## config.mk

```make
export PLATFORM = sky130hd
export DESIGN_NAME = dqsw_lane_trainer_flat
export DESIGN_NICKNAME = d
export VERILOG_FILES = /design/src/rtl/dqsw_train_pkg.sv /design/src/rtl/dqsw_lane_trainer_if.sv /design/src/rtl/dqsw_sample_filter.sv /design/src/rtl/dqsw_lane_trainer.sv /design/src/flat_wrapper.sv
export SDC_FILE = /design/constraint.sdc
export NUM_CORES = 1
export LEC_CHECK = 0
export ABC_AREA = 1
export ABC_CLOCK_PERIOD_IN_PS = 2100
export CORE_UTILIZATION = 56
export DETAILED_ROUTE_END_ITERATION = 8
export PLACE_DENSITY = 0.81
export SYNTH_ARGS = -nofsm -noshare
export SYNTH_HDL_FRONTEND = slang
export SYNTH_SLANG_ARGS = --single-unit
```

## constraint.sdc

```tcl
create_clock -name FAB_CLK -period 2.1 [get_ports FAB_CLK]
set_input_delay 0.63 -clock FAB_CLK [delete_from_list [all_inputs] [get_ports FAB_CLK]]
set_output_delay 0.63 -clock FAB_CLK [all_outputs]
set_load 0.005 [all_outputs]
```

## src/rtl/dqsw_train_pkg.sv

```systemverilog
// rtl/dqsw_train_pkg.sv - shared state encoding and strobe constants for the DQSW lane trainer
package dqsw_train_pkg;

  typedef enum logic [2:0] {
    IDLE,
    LOAD,
    PULSE,
    SETTLE,
    SAMPLE,
    MOVE,
    DONE,
    FAIL
  } state_t;

  localparam logic [1:0] STROBE_TX = 2'b01;
  localparam logic [1:0] STROBE_OE = 2'b11;
  localparam logic [1:0] IDLE_TX   = 2'b00;

  localparam int FILTER_SAMPLES = 3;

endpackage

```

## src/rtl/dqsw_lane_trainer_if.sv

```systemverilog
// rtl/dqsw_lane_trainer_if.sv - training-controller handshake plus lane IOD delay-line/TX/RX ports
interface dqsw_lane_trainer_if #(
  parameter int TAP_W = 8
);

  logic             start;
  logic             busy;
  logic             done;
  logic             pass;
  logic [TAP_W-1:0] tap_result;
  logic             DELAY_LINE_LOAD_0;
  logic             DELAY_LINE_MOVE_0;
  logic             DELAY_LINE_DIRECTION_0;
  logic             DELAY_LINE_OUT_OF_RANGE_0;
  logic             EYE_MONITOR_CLEAR_FLAGS_0;
  logic [1:0]       TX_DATA_0;
  logic [1:0]       OE_DATA_0;
  logic [1:0]       RX_DATA_0;

  modport master (
    input  start,
    input  DELAY_LINE_OUT_OF_RANGE_0,
    input  RX_DATA_0,
    output busy,
    output done,
    output pass,
    output tap_result,
    output DELAY_LINE_LOAD_0,
    output DELAY_LINE_MOVE_0,
    output DELAY_LINE_DIRECTION_0,
    output EYE_MONITOR_CLEAR_FLAGS_0,
    output TX_DATA_0,
    output OE_DATA_0
  );

  modport slave (
    output start,
    output DELAY_LINE_OUT_OF_RANGE_0,
    output RX_DATA_0,
    input  busy,
    input  done,
    input  pass,
    input  tap_result,
    input  DELAY_LINE_LOAD_0,
    input  DELAY_LINE_MOVE_0,
    input  DELAY_LINE_DIRECTION_0,
    input  EYE_MONITOR_CLEAR_FLAGS_0,
    input  TX_DATA_0,
    input  OE_DATA_0
  );

endinterface

```

## src/rtl/dqsw_sample_filter.sv

```systemverilog
// rtl/dqsw_sample_filter.sv - 3-sample majority vote on write-leveling feedback (used with DQSW_TRAIN_FILTER_EN)
module dqsw_sample_filter
  import dqsw_train_pkg::*;
(
  input  logic clk,
  input  logic rst_n,
  input  logic clear,
  input  logic sample_en,
  input  logic sample,
  output logic last,
  output logic vote
);

  logic [1:0] cnt;
  logic [1:0] ones;
  logic [2:0] total;

  always_ff @(posedge clk or negedge rst_n) begin
    if (!rst_n) begin
      cnt  <= 2'd0;
      ones <= 2'd0;
    end else if (clear) begin
      cnt  <= 2'd0;
      ones <= 2'd0;
    end else if (sample_en) begin
      cnt  <= cnt + 2'd1;
      ones <= ones + {1'b0, sample};
    end
  end

  // Vote includes the sample being taken this cycle so the decision lands on the last SAMPLE.
  assign total = {1'b0, ones} + {2'b00, sample};
  assign last  = (cnt == 2'(FILTER_SAMPLES - 1));
  assign vote  = (total >= 3'd2);

endmodule

```

## src/rtl/dqsw_lane_trainer.sv

```systemverilog
// rtl/dqsw_lane_trainer.sv - DQSW write-leveling tap sweep for one byte lane; DQSW_TRAIN_FILTER_EN enables majority filtering
module dqsw_lane_trainer
  import dqsw_train_pkg::*;
#(
  parameter int MAX_TAPS   = 128,
  parameter int TAP_W      = 8,
  parameter int SETTLE_CYC = 8
) (
  input  logic                 FAB_CLK,
  input  logic                 ARST_N,
  dqsw_lane_trainer_if.master  bus
);

  localparam int SET_W = (SETTLE_CYC > 1) ? $clog2(SETTLE_CYC + 1) : 1;

  state_t             state;
  state_t             next_state;
  logic [TAP_W-1:0]   tap_cnt;
  logic               seen_zero;
  logic [SET_W-1:0]   settle_cnt;
  logic               fb;
  logic               fb_last;
  logic               pass_q;
  logic [TAP_W-1:0]   tap_result_q;
  logic               unused_rx_hi;

  assign unused_rx_hi = bus.RX_DATA_0[1];

`ifdef DQSW_TRAIN_FILTER_EN
  logic tap_entry;

  always_ff @(posedge FAB_CLK or negedge ARST_N) begin
    if (!ARST_N) begin
      tap_entry <= 1'b0;
    end else if (state == LOAD || state == MOVE) begin
      tap_entry <= 1'b1;
    end else if (state == PULSE) begin
      tap_entry <= 1'b0;
    end
  end

  dqsw_sample_filter u_filter (
    .clk       (FAB_CLK),
    .rst_n     (ARST_N),
    .clear     (state == PULSE && tap_entry),
    .sample_en (state == SAMPLE),
    .sample    (bus.RX_DATA_0[0]),
    .last      (fb_last),
    .vote      (fb)
  );
`else
  assign fb      = bus.RX_DATA_0[0];
  assign fb_last = 1'b1;
`endif

  always_ff @(posedge FAB_CLK or negedge ARST_N) begin
    if (!ARST_N) begin
      state <= IDLE;
    end else begin
      state <= next_state;
    end
  end

  always_comb begin
    next_state = state;
    unique case (state)
      IDLE:    if (bus.start) next_state = LOAD;
      LOAD:    next_state = PULSE;
      PULSE:   next_state = SETTLE;
      SETTLE:  if (settle_cnt == SET_W'(SETTLE_CYC - 1)) next_state = SAMPLE;
      SAMPLE: begin
        if (!fb_last)                              next_state = PULSE;
        else if (fb && seen_zero)                  next_state = DONE;
        else if (tap_cnt == TAP_W'(MAX_TAPS - 1))  next_state = FAIL;
        else                                       next_state = MOVE;
      end
      MOVE:    next_state = bus.DELAY_LINE_OUT_OF_RANGE_0 ? FAIL : PULSE;
      DONE:    next_state = IDLE;
      FAIL:    next_state = IDLE;
      default: next_state = IDLE;
    endcase
  end

  always_ff @(posedge FAB_CLK or negedge ARST_N) begin
    if (!ARST_N) begin
      tap_cnt      <= '0;
      seen_zero    <= 1'b0;
      settle_cnt   <= '0;
      pass_q       <= 1'b0;
      tap_result_q <= '0;
    end else begin
      settle_cnt <= (state == SETTLE) ? settle_cnt + SET_W'(1) : '0;
      if (state == IDLE && bus.start) begin
        pass_q       <= 1'b0;
        tap_result_q <= '0;
      end
      if (state == LOAD) begin
        tap_cnt   <= '0;
        seen_zero <= 1'b0;
      end
      // A 1 only counts once a 0 has been seen, so a sweep starting past the edge keeps going.
      if (state == SAMPLE && fb_last) begin
        if (fb && seen_zero) begin
          pass_q       <= 1'b1;
          tap_result_q <= tap_cnt;
        end else if (!fb) begin
          seen_zero <= 1'b1;
        end
      end
      if (state == MOVE && !(&tap_cnt)) begin
        tap_cnt <= tap_cnt + TAP_W'(1);
      end
      if (next_state == FAIL) begin
        pass_q       <= 1'b0;
        tap_result_q <= '0;
      end
    end
  end

  // Outputs are registered from next_state so each strobe lines up with its state cycle.
  always_ff @(posedge FAB_CLK or negedge ARST_N) begin
    if (!ARST_N) begin
      bus.busy                      <= 1'b0;
      bus.done                      <= 1'b0;
      bus.DELAY_LINE_LOAD_0         <= 1'b0;
      bus.DELAY_LINE_MOVE_0         <= 1'b0;
      bus.DELAY_LINE_DIRECTION_0    <= 1'b0;
      bus.EYE_MONITOR_CLEAR_FLAGS_0 <= 1'b0;
      bus.TX_DATA_0                 <= IDLE_TX;
      bus.OE_DATA_0                 <= IDLE_TX;
    end else begin
      bus.busy                      <= (next_state != IDLE);
      bus.done                      <= (next_state == DONE) || (next_state == FAIL);
      bus.DELAY_LINE_LOAD_0         <= (next_state == LOAD);
      bus.DELAY_LINE_MOVE_0         <= (next_state == MOVE);
      bus.DELAY_LINE_DIRECTION_0    <= 1'b1;
      bus.EYE_MONITOR_CLEAR_FLAGS_0 <= (next_state == LOAD);
      bus.TX_DATA_0                 <= (next_state == PULSE) ? STROBE_TX : IDLE_TX;
      bus.OE_DATA_0                 <= (next_state == PULSE) ? STROBE_OE : IDLE_TX;
    end
  end

  assign bus.pass       = pass_q;
  assign bus.tap_result = tap_result_q;

endmodule
```

## src/flat_wrapper.sv

```systemverilog
// flat-port wrapper written by rule: the top's interface ports become plain ports
module dqsw_lane_trainer_flat import dqsw_train_pkg::*;
#(
  parameter int MAX_TAPS   = 128,
  parameter int TAP_W      = 8,
  parameter int SETTLE_CYC = 8
)
  (FAB_CLK, ARST_N, bus_start, bus_DELAY_LINE_OUT_OF_RANGE_0, bus_RX_DATA_0, bus_busy, bus_done, bus_pass, bus_tap_result, bus_DELAY_LINE_LOAD_0, bus_DELAY_LINE_MOVE_0, bus_DELAY_LINE_DIRECTION_0, bus_EYE_MONITOR_CLEAR_FLAGS_0, bus_TX_DATA_0, bus_OE_DATA_0);
  dqsw_lane_trainer_if #(.TAP_W(TAP_W)) bus_i ();
  input  logic FAB_CLK;
  input  logic ARST_N;
  input wire logic [$bits(bus_i.start)-1:0] bus_start;
  input wire logic [$bits(bus_i.DELAY_LINE_OUT_OF_RANGE_0)-1:0] bus_DELAY_LINE_OUT_OF_RANGE_0;
  input wire logic [$bits(bus_i.RX_DATA_0)-1:0] bus_RX_DATA_0;
  output wire logic [$bits(bus_i.busy)-1:0] bus_busy;
  output wire logic [$bits(bus_i.done)-1:0] bus_done;
  output wire logic [$bits(bus_i.pass)-1:0] bus_pass;
  output wire logic [$bits(bus_i.tap_result)-1:0] bus_tap_result;
  output wire logic [$bits(bus_i.DELAY_LINE_LOAD_0)-1:0] bus_DELAY_LINE_LOAD_0;
  output wire logic [$bits(bus_i.DELAY_LINE_MOVE_0)-1:0] bus_DELAY_LINE_MOVE_0;
  output wire logic [$bits(bus_i.DELAY_LINE_DIRECTION_0)-1:0] bus_DELAY_LINE_DIRECTION_0;
  output wire logic [$bits(bus_i.EYE_MONITOR_CLEAR_FLAGS_0)-1:0] bus_EYE_MONITOR_CLEAR_FLAGS_0;
  output wire logic [$bits(bus_i.TX_DATA_0)-1:0] bus_TX_DATA_0;
  output wire logic [$bits(bus_i.OE_DATA_0)-1:0] bus_OE_DATA_0;
  assign bus_i.start = bus_start;
  assign bus_i.DELAY_LINE_OUT_OF_RANGE_0 = bus_DELAY_LINE_OUT_OF_RANGE_0;
  assign bus_i.RX_DATA_0 = bus_RX_DATA_0;
  assign bus_busy = bus_i.busy;
  assign bus_done = bus_i.done;
  assign bus_pass = bus_i.pass;
  assign bus_tap_result = bus_i.tap_result;
  assign bus_DELAY_LINE_LOAD_0 = bus_i.DELAY_LINE_LOAD_0;
  assign bus_DELAY_LINE_MOVE_0 = bus_i.DELAY_LINE_MOVE_0;
  assign bus_DELAY_LINE_DIRECTION_0 = bus_i.DELAY_LINE_DIRECTION_0;
  assign bus_EYE_MONITOR_CLEAR_FLAGS_0 = bus_i.EYE_MONITOR_CLEAR_FLAGS_0;
  assign bus_TX_DATA_0 = bus_i.TX_DATA_0;
  assign bus_OE_DATA_0 = bus_i.OE_DATA_0;
  dqsw_lane_trainer #(.MAX_TAPS(MAX_TAPS), .TAP_W(TAP_W), .SETTLE_CYC(SETTLE_CYC)) u_core (.FAB_CLK(FAB_CLK), .ARST_N(ARST_N), .bus(bus_i));
endmodule
```

# Word level (Yosys, flattened, before mapping)

Cells that the tools add are included.

Flip-flop bits (word level): 34
Output and inout bits: 19

Equality and inequality tests: 14
Reductions and logical operators: 10
Add/subtract/negate cells: 2
Mux-type cells: 23

Operator list:

| kind                | count |
|---|---|
| $mux 8              | 6 |
| $eq 3x3->1 const B  | 7 |
| $pmux 3 s7          | 1 |
| $mux 3              | 4 |
| $eq 3x2->1 const B  | 3 |
| $mux 1              | 9 |
| $add 8x1->8 const B | 1 |
| $eq 8x7->1 const B  | 1 |
| $reduce_and 8->1    | 1 |
| $eq 3x1->1 const B  | 2 |
| $add 4x1->4 const B | 1 |
| $eq 4x3->1 const B  | 1 |
| $mux 2              | 2 |
| $mux 4              | 1 |
| $logic_and 1x1->1   | 3 |
| $logic_not 3->1     | 1 |
| $reduce_bool 3->1   | 1 |
| $reduce_bool 2->1   | 1 |
| $reduce_or 2->1     | 1 |
| $logic_not 1->1     | 1 |
| $logic_or 1x1->1    | 1 |

# Logic depth before layout (Yosys ltp)

Depth in word-level cells: 6
Depth in mapped cells: 9
Mapped depth without buffers: 9

# Worst setup path after synthesis

No wires, ideal clock.

Path kind: input to register
Start point: input port bus_RX_DATA_0[0]
End point: register u_core.pass_q (netlist: u_core.bus.pass)
Arrival: 1.265 ns
Stages: 9
Library setup time: 0.113 ns
Required time: 1.987 ns
Path slack: 0.722 ns
Cell sequence: nand2_1 -> inv_1 -> nand3_4 -> nand2_1 -> inv_1 -> nand3_2 -> nand3_4 -> nand2_1 -> inv_1

Word-level cells in the longest chain between the ends: 5

RTL lines:

| item                     | line                     | RTL |
|---|---|---|
| start, declared          | flat_wrapper.sv:14       | `input wire logic [$bits(bus_i.RX_DATA_0)-1:0] bus_RX_DATA_0;` |
| $logic_and 1x1->1        | dqsw_lane_trainer.sv:73  | `else if (fb && seen_zero) next_state = DONE;` |
| $mux 3                   | dqsw_lane_trainer.sv:73  |  |
| $pmux 3 s7               | dqsw_lane_trainer.sv:66  | `unique case (state)` |
| net u_core.next_state[1] | dqsw_lane_trainer.sv:17  | `state_t next_state;` |
| $eq 3x3->1               | dqsw_lane_trainer.sv:113 | `if (next_state == FAIL) begin` |
| $mux 1                   | dqsw_lane_trainer.sv:113 |  |
| end signal, assigned     | dqsw_lane_trainer.sv:89  | `pass_q <= 1'b0;` |
| end signal, assigned     | dqsw_lane_trainer.sv:94  | `pass_q <= 1'b0;` |
| end signal, assigned     | dqsw_lane_trainer.sv:114 | `pass_q <= 1'b0;` |
| end, declared            | dqsw_lane_trainer.sv:23  | `logic pass_q;` |

The timed path passes the listed nets, and every way through them passes these cells.
A chain may end at the register's enable or synchronous reset.

==> flow_results.xml <==
<?xml version="1.0" encoding="UTF-8"?>
<metrics>
  <group name="power_and_ir_drop">
    <metric name="clockPowerShare" unit="%">21.5</metric>
    <metric name="p_sw" unit="uW">505</metric>
    <metric name="power.leakage" unit="nW">0.954</metric>
    <metric name="internal-power" unit="uW">948</metric>
    <metric name="ir_worst_vdd" unit="uV">730</metric>
    <metric name="p_total" unit="mW">1.45</metric>
    <metric name="cellPowerDensity" unit="nW/um^2">804</metric>
    <metric name="power_switching_share" unit="%">34.8</metric>
    <metric name="power.share.sequential" unit="%">51.5</metric>
    <metric name="power.combinational.fraction" unit="%">26.9</metric>
  </group>
  <group name="final_layout">
    <metric name="final_nets" unit="">213</metric>
    <metric name="syn2layout_area_growth" unit="%">17.5</metric>
    <metric name="final_antenna_diode_count" unit="">0</metric>
    <metric name="layout-drive-gt1-share" unit="%">11.3</metric>
  </group>
  <group name="clocking">
    <metric name="numCtsBuffers" unit="">5</metric>
    <metric name="clkSlewWorstSetupHoldPaths" unit="ns">0.09</metric>
    <metric name="cts.sink_count" unit="">31</metric>
    <metric name="cts_hold_repair.buffers" unit="">0</metric>
    <metric name="cts-htree-levels" unit="">2</metric>
    <metric name="cts_root_buffer" unit="">clkbuf_4</metric>
    <metric name="clk-insertion-delay-late" unit="ns">0.34</metric>
    <metric name="cts.repair.resized" unit="">0</metric>
    <metric name="cts-root-to-sink-buffers" unit="">2</metric>
    <metric name="tritoncts" unit="">yes</metric>
    <metric name="postCtsSetupBuffers" unit="">0</metric>
  </group>
  <group name="run">
    <metric name="max-cap-violations" unit="">0</metric>
  </group>
  <group name="synthesis">
    <metric name="synth-warning-count" unit="">0</metric>
    <metric name="syn-mean-instance-area" unit="um^2">8.50</metric>
    <metric name="synth-seq-cells" unit="">31</metric>
    <metric name="ys_async_sr_fraction" unit="%">100</metric>
    <metric name="synthMostInstantiatedCell" unit="">nand2_1</metric>
    <metric name="seq_area_frac_synth" unit="%">50.4</metric>
    <metric name="synthTopCellsByCount" unit="">46 x nand2_1, 31 x dfrtp_1, 20 x inv_1</metric>
    <metric name="synth_fp_nets" unit="">189</metric>
    <metric name="synth.distinct_cells" unit="">26</metric>
    <metric name="count_of_flip_flops_with_a_built_in_enable_after_synthesis" unit="">0</metric>
    <metric name="dominantRegCellSynth" unit="">dfrtp_1</metric>
    <metric name="yosys.area.top_type_share" unit="%">50.4</metric>
    <metric name="netlist.top_cell.by_area" unit="">dfrtp_1</metric>
    <metric name="synth_area_leaders" unit="">dfrtp_1 50%, nand2_1 11%, nand3_1 5.2%</metric>
    <metric name="synthesis.instances" unit="">181</metric>
    <metric name="syn_area" unit="um^2">1540</metric>
  </group>
  <group name="sta">
    <metric name="rsz0062_at_grt" unit="">false</metric>
    <metric name="report.final.setup_viol" unit="">0</metric>
    <metric name="finalCritPeriodShare" unit="%">88.0</metric>
    <metric name="post-route-min-period" unit="ns">1.85</metric>
    <metric name="worst_slew_margin_rel" unit="%">66.8</metric>
    <metric name="fin_hold_viols" unit="">0</metric>
    <metric name="worst_slew_pin_slew" unit="ns">0.496</metric>
    <metric name="final-max-slew-violation-count" unit="">0</metric>
    <metric name="fin_worst_skew" unit="ns">0.0124</metric>
    <metric name="max_clock_freq" unit="MHz">541</metric>
    <metric name="finalSetupTns" unit="ns">0</metric>
  </group>
  <group name="critical_path">
    <metric name="setup.reg_to_reg.worst_slack" unit="ns">0.53</metric>
    <metric name="critical_path_peak_fanout" unit="">3</metric>
    <metric name="critical_path_required" unit="ns">1.47</metric>
    <metric name="setup.worst_path.start_class" unit="">register</metric>
    <metric name="crit_slowest_cell" unit="">clkdlybuf4s50_1</metric>
    <metric name="critPathCaptureType" unit="">primary output</metric>
    <metric name="crit_path_max_incr_delay" unit="ns">0.52</metric>
    <metric name="worstPathArrival" unit="ns">1.22</metric>
    <metric name="family_with_the_most_delay_on_the_worst_path" unit="">buffers and inverters</metric>
    <metric name="crit_path_cell_trace" unit="">clkdlybuf4s50_1</metric>
    <metric name="crit_type" unit="">reg2out</metric>
    <metric name="worstPathBufferInverterCount" unit="">1</metric>
  </group>
  <group name="route">
    <metric name="ant_nets" unit="">0</metric>
    <metric name="dr.pass1.iters" unit="">4</metric>
    <metric name="met2_length" unit="um">1450</metric>
    <metric name="dr.first_iter.drc_count" unit="">21</metric>
    <metric name="postRouteWirelength" unit="um">3000</metric>
    <metric name="drc_violation_count_after_routing" unit="">0</metric>
    <metric name="wl_per_cell" unit="um">12.8</metric>
    <metric name="post_drt_via_cell_ratio" unit="">5.27</metric>
    <metric name="routed-wl-met3" unit="um">170</metric>
    <metric name="detailroute.via_count" unit="">1233</metric>
    <metric name="wl_met1" unit="um">1340</metric>
    <metric name="topRoutingLayerUsed" unit="">met4</metric>
  </group>
  <group name="global_route">
    <metric name="first_global_vias" unit="">1137</metric>
    <metric name="grt_max_degree" unit="">32</metric>
    <metric name="antenna_violations_before_repair" unit="">0</metric>
    <metric name="grt_first_pass_wirelength" unit="um">4840</metric>
    <metric name="overflow" unit="">0</metric>
    <metric name="grt.total_usage" unit="%">24.1</metric>
  </group>
  <group name="floorplan">
    <metric name="die-width" unit="um">54.4</metric>
    <metric name="dieArea" unit="um^2">2960</metric>
    <metric name="initial_cell_density_of_the_core" unit="%">60.5</metric>
    <metric name="std_cell_rows" unit="">18</metric>
    <metric name="floorplan.core_area" unit="um^2">2540</metric>
    <metric name="die-height" unit="um">54.4</metric>
    <metric name="boundary_pin_count" unit="">25</metric>
  </group>
  <group name="placement">
    <metric name="post-dp-hpwl" unit="um">2100</metric>
    <metric name="place_congestion" unit="">0.806</metric>
    <metric name="buffer_ports.inserted" unit="">22</metric>
  </group>
  <group name="worst_hold_path">
    <metric name="hold_class" unit="">reg2reg</metric>
  </group>
  <group name="outcome">
    <metric name="run_status" unit="">completed</metric>
  </group>
</metrics>
-- sequential cells by signal, indices dropped and copies added, names as in the netlist --
register	cells
u_core.bus.DELAY_LINE_DIRECTION_0	1
u_core.bus.DELAY_LINE_LOAD_0	1
u_core.bus.DELAY_LINE_MOVE_0	1
u_core.bus.OE_DATA_0	1
u_core.bus.busy	1
u_core.bus.done	1
u_core.bus.pass	1
u_core.bus.tap_result	8
u_core.seen_zero	1
u_core.settle_cnt	4
u_core.state	3
u_core.tap_cnt	8
-- worst paths after layout --
check | end | cells after the start | start
worst max register to register | u_core.tap_cnt[6] | 7 | u_core.tap_cnt[0]
max in group asynchronous | u_core.state[1] | 2 | ARST_N
min in group asynchronous | u_core.settle_cnt[3] | 2 | ARST_N
worst min register to register | u_core.settle_cnt[0] | 1 | u_core.settle_cnt[0]
worst max-delay path | bus_TX_DATA_0[0] | 1 | u_core.bus.OE_DATA_0[0]
worst min-delay path | u_core.settle_cnt[0] | 1 | u_core.settle_cnt[0]
-- worst reg2reg max path, cell delays in order, from the launching register on --
cell	delay, ns
dfrtp_1	0.44
ha_1	0.23
nand3_2	0.13
nor2_4	0.15
nand2_2	0.09
o21ai_4	0.27
nand3_1	0.12
o21ai_1	0.09
-- cell families after synthesis --
logic type      count (synthesis)  share of synthesized area [%]
buf+inv                        30                           8.78
compound gates                 17                           6.34
fa+ha+maj                       2                           1.63
flops                          31                           50.4
other cells                     2                          0.488
simple gates                   96                           30.7
xor+xnor                        3                           1.71
-- through the flow --
step | utilization [%] | cell area, um^2 | setup slack (ns) | hold slack (ns) | instances
after global placement | 69.4 | 1770 | 0.167 | 0.452 | 228
final | 71.0 | 1810 | 0.252 | 0.465 | 234
after CTS | 71.0 | 1810 | 0.240 | 0.474 | 234
after floorplan | - | 1540 | 0.722 | 0.334 | 181
after global routing | 71.0 | 1810 | 0.195 | 0.508 | 234
after detailed placement | 69.4 | 1770 | 0.154 | 0.459 | 228
-- cell type report --
cell class	count	area, um^2
clock buffer	6	41.3
inverter	22	82.6
sequential	31	776
tap	30	37.5
fill	217	737
multi-input combinational	120	628
timing repair buffer	25	243
-- per-layer routing --
layer | global-route usage (%) | vias up
li1 | - | 609
met2 | 38.0 | 33
met3 | 6.67 | 5
met1 | 29.6 | 586
met5 | 0 | -
met4 | 13.7 | 0
-- layout by cell type, fill, tap and decap left out, types with 3 or more instances in the layout --
cell type / netlist / layout
dfrtp_1: 31 / 31
a21oi_1: 10 / 10
clkdlybuf4s50_1: 0 / 22
nand3_1: 16 / 16
nand3_2: 4 / 4
clkbuf_4: 0 / 5
nor2_1: 17 / 17
buf_4: 5 / 3
inv_1: 20 / 20
xor2_1: 3 / 3
nand2_1: 46 / 46
o21ai_0: 3 / 3
-- power groups by stage --
stage | Sequential [mW] | Combinational [mW] | Clock (mW)
final | 0.748 | 0.391 | 0.313
after global placement | 0.754 | 0.375 | 0
after global routing | 0.761 | 0.436 | 0.338
after CTS | 0.749 | 0.396 | 0.317
after detailed placement | 0.761 | 0.393 | 0
after floorplan | 0.729 | 0.297 | 0
(Power assumes the default switching activity.)
